[config.mk]
export PLATFORM = sky130hd
export DESIGN_NAME = w_serializer
export DESIGN_NICKNAME = d
export VERILOG_FILES = /design/src/rtl/w_serializer.sv
export SDC_FILE = /design/constraint.sdc
export NUM_CORES = 1
export LEC_CHECK = 0
export BUFFER_PORTS_ARGS = -buffer_cell sky130_fd_sc_hd__buf_4
export CORE_MARGIN = 2
export CORE_UTILIZATION = 45
export DETAILED_ROUTE_END_ITERATION = 8
export PLACE_DENSITY = 0.67
export SLEW_MARGIN = 20
export SYNTH_ARGS = -nofsm -noshare
export SYNTH_HDL_FRONTEND = slang
export SYNTH_SLANG_ARGS = --single-unit
[constraint.sdc]
create_clock -name clk -period 1.55 [get_ports clk]
set_input_delay 0.31 -clock clk [delete_from_list [all_inputs] [get_ports clk]]
set_output_delay 0.31 -clock clk [all_outputs]
set_load 0.1 [all_outputs]
[src/rtl/w_serializer.sv]
`default_nettype none
// +----------------------------------------------------------------------------+
// | w_serializer: parallel word to MSB-first serial stream on w, with a        |
// | one-entry holding buffer and optional inter-word gap.                      |
// | Optional even-parity trailer bit is enabled by defining SER_PARITY_EN.     |
// | Revision: 1.0                                                              |
// +----------------------------------------------------------------------------+
module w_serializer #(
  parameter int WIDTH = 8,
  parameter int GAP   = 0
) (
  input  logic             clk,
  input  logic             rst_n,
  input  logic [WIDTH-1:0] in_data,
  input  logic             in_valid,
  output logic             in_ready,
  output logic             w,
  output logic             w_valid,
  output logic             word_done,
  output logic             busy
);

  localparam int c_CW = $clog2(WIDTH);
  localparam int c_GW = (GAP > 1) ? $clog2(GAP) : 1;
  localparam logic [c_CW-1:0] c_LAST_BIT = c_CW'(WIDTH - 1);
  localparam logic [c_GW-1:0] c_LAST_GAP = c_GW'((GAP > 0) ? GAP - 1 : 0);

  typedef enum logic [1:0] {
    ST_IDLE   = 2'd0,
    ST_SHIFT  = 2'd1,
`ifdef SER_PARITY_EN
    ST_PARITY = 2'd3,
`endif
    ST_GAP    = 2'd2
  } state_t;

  state_t           r_state, w_state_nxt;
  logic [WIDTH-1:0] r_buf, r_shreg, w_shreg_nxt;
  logic             r_buf_full, w_buf_full_nxt;
  logic [c_CW-1:0]  r_cnt, w_cnt_nxt;
  logic [c_GW-1:0]  r_gcnt, w_gcnt_nxt;
  logic             r_w, r_w_valid, r_word_done, r_busy;
  logic             w_bit_nxt, w_valid_nxt, w_done_nxt;
  logic             w_take, w_load, w_frame_end, w_exit;
`ifdef SER_PARITY_EN
  logic             r_par;
`endif

  assign w_take         = in_valid & ~r_buf_full;
  assign w_buf_full_nxt = w_take | (r_buf_full & ~w_load);

  always_comb begin
    w_state_nxt = r_state;
    w_shreg_nxt = r_shreg;
    w_cnt_nxt   = r_cnt;
    w_gcnt_nxt  = r_gcnt;
    w_bit_nxt   = 1'b0;
    w_valid_nxt = 1'b0;
    w_done_nxt  = 1'b0;
    w_load      = 1'b0;
    w_frame_end = 1'b0;
    w_exit      = 1'b0;
    case (r_state)
      ST_IDLE: begin
        if (r_buf_full) begin
          w_load      = 1'b1;
          w_state_nxt = ST_SHIFT;
        end
      end
      ST_SHIFT: begin
        w_bit_nxt   = r_shreg[WIDTH-1];
        w_valid_nxt = 1'b1;
        w_shreg_nxt = {r_shreg[WIDTH-2:0], 1'b0};
        w_cnt_nxt   = r_cnt + c_CW'(1);
        if (r_cnt == c_LAST_BIT) begin
`ifdef SER_PARITY_EN
          w_state_nxt = ST_PARITY;
`else
          w_done_nxt  = 1'b1;
          w_frame_end = 1'b1;
`endif
        end
      end
`ifdef SER_PARITY_EN
      ST_PARITY: begin
        w_bit_nxt   = r_par;
        w_valid_nxt = 1'b1;
        w_done_nxt  = 1'b1;
        w_frame_end = 1'b1;
      end
`endif
      ST_GAP: begin
        w_gcnt_nxt = r_gcnt + c_GW'(1);
        if (r_gcnt == c_LAST_GAP) w_exit = 1'b1;
      end
      default: w_state_nxt = ST_IDLE;
    endcase

    if (w_frame_end) begin
      if (GAP > 0) begin
        w_state_nxt = ST_GAP;
        w_gcnt_nxt  = '0;
      end else begin
        w_exit = 1'b1;
      end
    end

    // Frame exit: chain straight into the buffered word so back-to-back has no bubble
    if (w_exit) begin
      if (r_buf_full) begin
        w_load      = 1'b1;
        w_state_nxt = ST_SHIFT;
      end else begin
        w_state_nxt = ST_IDLE;
      end
    end

    if (w_load) begin
      w_shreg_nxt = r_buf;
      w_cnt_nxt   = '0;
    end
  end

  always_ff @(posedge clk or negedge rst_n) begin
    if (!rst_n) begin
      r_state     <= ST_IDLE;
      r_buf       <= '0;
      r_buf_full  <= 1'b0;
      r_shreg     <= '0;
      r_cnt       <= '0;
      r_gcnt      <= '0;
      r_w         <= 1'b0;
      r_w_valid   <= 1'b0;
      r_word_done <= 1'b0;
      r_busy      <= 1'b0;
`ifdef SER_PARITY_EN
      r_par       <= 1'b0;
`endif
    end else begin
      r_state     <= w_state_nxt;
      r_buf_full  <= w_buf_full_nxt;
      if (w_take) r_buf <= in_data;
      r_shreg     <= w_shreg_nxt;
      r_cnt       <= w_cnt_nxt;
      r_gcnt      <= w_gcnt_nxt;
      r_w         <= w_bit_nxt;
      r_w_valid   <= w_valid_nxt;
      r_word_done <= w_done_nxt;
      r_busy      <= (w_state_nxt != ST_IDLE) || w_buf_full_nxt;
`ifdef SER_PARITY_EN
      if (w_load) r_par <= ^r_buf;
`endif
    end
  end

  assign in_ready  = ~r_buf_full;
  assign w         = r_w;
  assign w_valid   = r_w_valid;
  assign word_done = r_word_done;
  assign busy      = r_busy;

endmodule
`default_nettype wire
# Word level (Yosys, flattened, before mapping)
# Index checks and enable logic that the tools add are counted.
dict set report op_classes {
  addsub 2
  multipliers 0
  div 0
  n_lt_le_gt_ge 0
  eq_ne 3
  n_shift 0
  mux 19
  bitwise_logic 5
  n_reduce_logical 5
}
# cell count
set ops {}
lappend ops {{2-to-1 mux 8 bit} 2}
lappend ops {{2-to-1 mux 1 bit} 12}
lappend ops {{2-to-1 mux 3 bit} 2}
lappend ops {{2-to-1 mux 2 bit} 2}
lappend ops {{case mux 2 bit (2 select lines)} 1}
lappend ops {{nonzero test 2 bit} 2}
lappend ops {{adder 3 x 1 -> 3 bit, second input constant} 1}
lappend ops {{equality test 3 bit, second input constant} 1}
lappend ops {{AND 1 bit} 2}
lappend ops {{equality test 2 x 1 -> 1 bit, second input constant} 1}
lappend ops {{equality test 2 bit, second input constant} 1}
lappend ops {{logical NOT 2 bit} 1}
lappend ops {{inverter 1 bit} 2}
lappend ops {{OR reduction 2 bit} 1}
lappend ops {{adder 1 bit, second input constant} 1}
lappend ops {{logical OR 1 bit} 1}
lappend ops {{OR 1 bit} 1}
dict set report word_totals {
  regBits 27
  latchBits 0
  ram_bits 0
  mem_bits_ro 0
  inputBits 11
  word_cells 44
  memories 0
}

# Logic depth before layout (Yosys ltp)
dict set report logic_depth {
  depth_word 9
  mapped_depth 5
  ltp_nobuf 5
}

# Worst setup path before layout
# OpenSTA, ideal clock, no wires.
dict set report synth_timing {
  path_kind {flip-flop to flip-flop}
  start {register r_cnt[0]}
  end {register r_shreg[5]}
  arrival_time_ns 1.591
  required_time_ns 1.425
  setup_slack_ns -0.165
  stages_incl_launch_ff 6
  n_path_buf 0
  period_less_slack_ns 1.715
  cell_sequence {dfrtp_1 -> ha_1 -> ha_1 -> and2b_2 -> o21ai_4 -> mux2_2}
}
dict set report synth_via {
  elab_chain_len 6
  word_cells_on_any_way 7
  classes_between {eq/ne (1); mux (5); reduce/logical (1)}
}
# element line
set synth_rtl {}
lappend synth_rtl {{start: declaration} 40} ;# logic [c_CW-1:0] r_cnt, w_cnt_nxt;
lappend synth_rtl {{start signal: assignment} 144} ;# r_cnt <= w_cnt_nxt;
lappend synth_rtl {{equality test 3 bit (*)} 75} ;# if (r_cnt == c_LAST_BIT) begin
lappend synth_rtl {{2-to-1 mux 1 bit (*)} 75}
lappend synth_rtl {{2-to-1 mux 1 bit (*)} 63} ;# case (r_state)
lappend synth_rtl {{2-to-1 mux 1 bit (*)} 99} ;# if (w_frame_end) begin
lappend synth_rtl {{2-to-1 mux 1 bit (*)} 109} ;# if (w_exit) begin
lappend synth_rtl {{2-to-1 mux 8 bit or nonzero test 2 bit (tied branches)} -}
lappend synth_rtl {{end signal: assignment} 143} ;# r_shreg <= w_shreg_nxt;
lappend synth_rtl {{end: declaration} 38} ;# logic [WIDTH-1:0] r_buf, r_shreg, w_shreg_nxt;
# Every way passes the cells marked *; elsewhere a longest branch is shown, timed or not.
# A chain may end at the register's enable or synchronous reset.

# Worst setup path after layout
dict set report layout_timing {
  start {register r_cnt[0]}
  end {register r_shreg[3]}
}
# The elaborated chain is that of the path after synthesis.

==> metrics list <==
- Growth of design area from synthesis to finish: 21.8%
- Along the worst path, the maximum fanout reaches 8.
- Routed wire length: around 1.8 mm
- Number of nets with antenna violations after routing: 0
* Antenna violations before repair: 0
* Start point of the critical path: r_cnt[0]
- Count of input and output buffers: 15
* Slew @ Worst Pin: about 0.36 ns
- Setup repair after global routing could not meet its margin everywhere.
- Dividing the synthesized area by the synthesized cell count gives 14.5 µm².
- Largest net degree at the start of global routing: 28
* Outcome: finished, violations left
* Number of enable-type register cells in the synthesized netlist: 0
- The worst hold path terminates at r_buf[0].
- Cell with the most instances after synthesis: sky130_fd_sc_hd__dfrtp_1
- Post-route minimum period: 1.65 ns
- The clock passes through at most 2 buffers.
- CTS buffer count: 3
* Share of synthesized area occupied by flip-flops and latches: a little under three fifths
- The final count of hold timing violations came to 0.
* Hold Slack: approximately 0.22 ns
* Post-route fraction of the period consumed by the critical path: 107%
- Startpoint of the lowest-slack hold path: in_data[0]
- Across the VDD grid, the largest voltage drop is roughly 0.0014 V.
* Initial cell density of the core: approximately 48%
- In this run the cell area measured after placement is about 1400 µm².
- # H-tree levels: 1
- Syn_nets: 95
- In the routed design, unresolved DRC markers number 0.
- Detailed placement finished with a half-perimeter wire length of about 1.3 mm.
- Slack of the worst reg-to-reg path: -0.10 ns
* Share of post-route cells with drive strength above 1: 54.7%
- Combined area of all synthesized cells: around 1200 µm²
* Count of final max-slew check failures: 0
- Synthesis handed over a netlist of 82 instances.
- Once layout is done, the placed cells without fillers occupy ~1400 µm².
* Final worst-path setup slack: -0.104 ns
- CP arrival: roughly 1.9 ns
* Power density over the cells: slightly above 2000 nW/µm²
* Worst Hold Class: input port to register
- TritonCTS clock tree: yes
- The die covers around 3100 µm².
- In this run the clock root is driven by a sky130_fd_sc_hd__clkbuf_4.
- The final layout contains 120 nets.
* Number of clock sinks seen by CTS: 27
- Worst-path clk slew: about 0.14 ns
- The design draws 3.00 mW.
* Worst r2r path cells: 6
- Based on the critical path, the design can be clocked at up to 0.605 GHz.
- 16 I/O pins were placed.
- Type of the setup path with the least slack: register to register
- At the worst endpoint, the required time is around 1.8 ns.
- The via count of the first global-routing pass was between 600 and 700.
- Across the run, the number of max-cap violations was 0.
- Hold Path Cell Cnt: 2
* Chip width: about 55 µm
- Die span in y: approximately 55 µm
* DR vias: between 600 and 700
- Most used standard cells in the synthesized netlist: sky130_fd_sc_hd__dfrtp_1, sky130_fd_sc_hd__mux2_2, sky130_fd_sc_hd__mux2_4, sky130_fd_sc_hd__nand2_1, sky130_fd_sc_hd__nor2_1
- GRT Util Overall: about an eighth
- Total grt overflow: 0
* Count of synthesis-stage warnings from yosys: 0
- Total leakage power: between 0.6 and 0.7 nW
- Area fraction of the dominant cell type after synthesis: between 50% and 60%
* DRT Pass-1 Iters: 2
- Number of synthesized register bits: 27
- R2R Path End: r_shreg[3]
* Async S/R FF share, synth: 100%
- Top cell type by total area after synthesis: sky130_fd_sc_hd__dfrtp_1
- Inserted Diodes: 0
* Setup TNS: -0.705 ns
* Setup WS pre-CTS: -0.122 ns
- After the first detailed-routing iteration, the DRC count stood at 4.
- Reg-to-reg startpoint: r_cnt[0]
- STA classifies the critical path endpoint as a register.
- The worst pin sits at a relative slew slack of between 70% and 80%.
- In this run the standard cell core region covers roughly 2500 µm².
- Final cell count without fillers: 136
- Once layout is complete, the utilization of the core stands at 57.9%.
- Dividing the detail-routed wire length by the instance count gives between 10 and 15 µm.
- In this run, distinct cell masters in the synthesized netlist total 23.
- Placed cells: 130
- Top area cells in the synthesized netlist: sky130_fd_sc_hd__dfrtp_1, sky130_fd_sc_hd__mux2_2, sky130_fd_sc_hd__mux2_4
- Insertion delay of the later-clocked pin in the worst-skew pair: roughly 0.31 ns
- The first global-routing pass estimated between 3 and 4 mm of wire.
* Violations in the final reports: setup timing
- After floorplanning, the core was divided into 18 placement rows.
* Vias per cell: between 4 and 5
* Launching element type of the critical path: register
* Setup clock skew after layout: about 0.0047 ns
- Routability cong.: 0.754
- Setup violations remaining at the end of the flow were counted as 7.
- For this run, the leading register cell type out of synthesis is sky130_fd_sc_hd__dfrtp_1.
## cell usage in the layout (no fill, tap or decap), types with 2 or more instances in the layout
cell | netlist | final
sky130_fd_sc_hd__dfrtp_1 | 27 | 27
sky130_fd_sc_hd__buf_4 | 0 | 20
sky130_fd_sc_hd__mux2_2 | 14 | 11
sky130_fd_sc_hd__mux2_4 | 8 | 11
sky130_fd_sc_hd__nand2_1 | 5 | 5
sky130_fd_sc_hd__clkbuf_4 | 0 | 3
sky130_fd_sc_hd__inv_1 | 2 | 2
sky130_fd_sc_hd__nor2_1 | 4 | 2
sky130_fd_sc_hd__nor2_2 | 0 | 2
sky130_fd_sc_hd__a21oi_2 | 0 | 2
sky130_fd_sc_hd__xnor2_1 | 2 | 2
## power breakdown
group          switching [mW]  internal [mW]
Sequential              0.168          0.995
Clock                   0.188          0.100
Combinational           0.755          0.796
Total                    1.11           1.89
## sequential cells by signal, summed over array words and instances, names as in the netlist
name / flops
w: 1
r_state: 2
r_cnt: 3
r_buf: 8
word_done: 1
r_gcnt: 1
busy: 1
r_shreg: 8
r_buf_full: 1
w_valid: 1
## cells by family after synthesis
logic type / count (synthesis) / synth area share, %
AOI/OAI and AO/OA: 9 / 5.47
xor gates and xnor gates: 2 / 1.47
adders and majority gates: 2 / 2.10
buffers and inverters: 5 / 3.68
DFF: 27 / 56.8
muxes: 22 / 23.4
and+or+nand+nor: 15 / 7.05
## how the worst max path moves through the flow
stage | end | slack, ns | cells after the start
after global placement | r_shreg[2] | -0.08 | 6
after global routing | r_shreg[6] | -0.16 | 6
after CTS | r_shreg[5] | -0.12 | 6
final | r_shreg[3] | -0.10 | 6
after floorplan | r_shreg[1] | -0.12 | 5
after detailed placement | r_shreg[5] | -0.12 | 6
## worst max-delay path, cell delays in order, from the launching register on
cell                      delay [ns]
sky130_fd_sc_hd__dfrtp_1        0.41
sky130_fd_sc_hd__ha_2           0.19
sky130_fd_sc_hd__ha_4           0.15
sky130_fd_sc_hd__and2b_2        0.21
sky130_fd_sc_hd__o21ai_4        0.14
sky130_fd_sc_hd__buf_12         0.15
sky130_fd_sc_hd__mux2_4         0.29
## what timing repair did
action | in CTS | in global routing
gates resized for setup | 2 | 4
setup endpoints to repair | 8 | 12
setup buffers | 0 | 1
pin swaps | 1 | 1
endpoints found under the hold margin | 27 | 0
hold buffers | 1 | 0
## area by class of cell
class / count / area (µm²)
sequential: 27 / 676
inverter: 3 / 18.8
tap: 30 / 37.5
fill: 211 / 1050
timing repair buffer: 22 / 180
clock buffer: 4 / 26.3
multi-input combinational: 50 / 509
## per-layer routing
| layer | up-vias | track usage (%) | part of all wire [%] |
|---|---|---|---|
| met5 | - | 0 | 0 |
| met4 | 0 | 4.18 | 0.85 |
| met1 | 321 | 16.9 | 47 |
| met2 | 10 | 20.9 | 48 |
| met3 | 2 | 2.11 | 3.2 |
| li1 | 330 | - | - |
(Power assumes the default switching activity.)
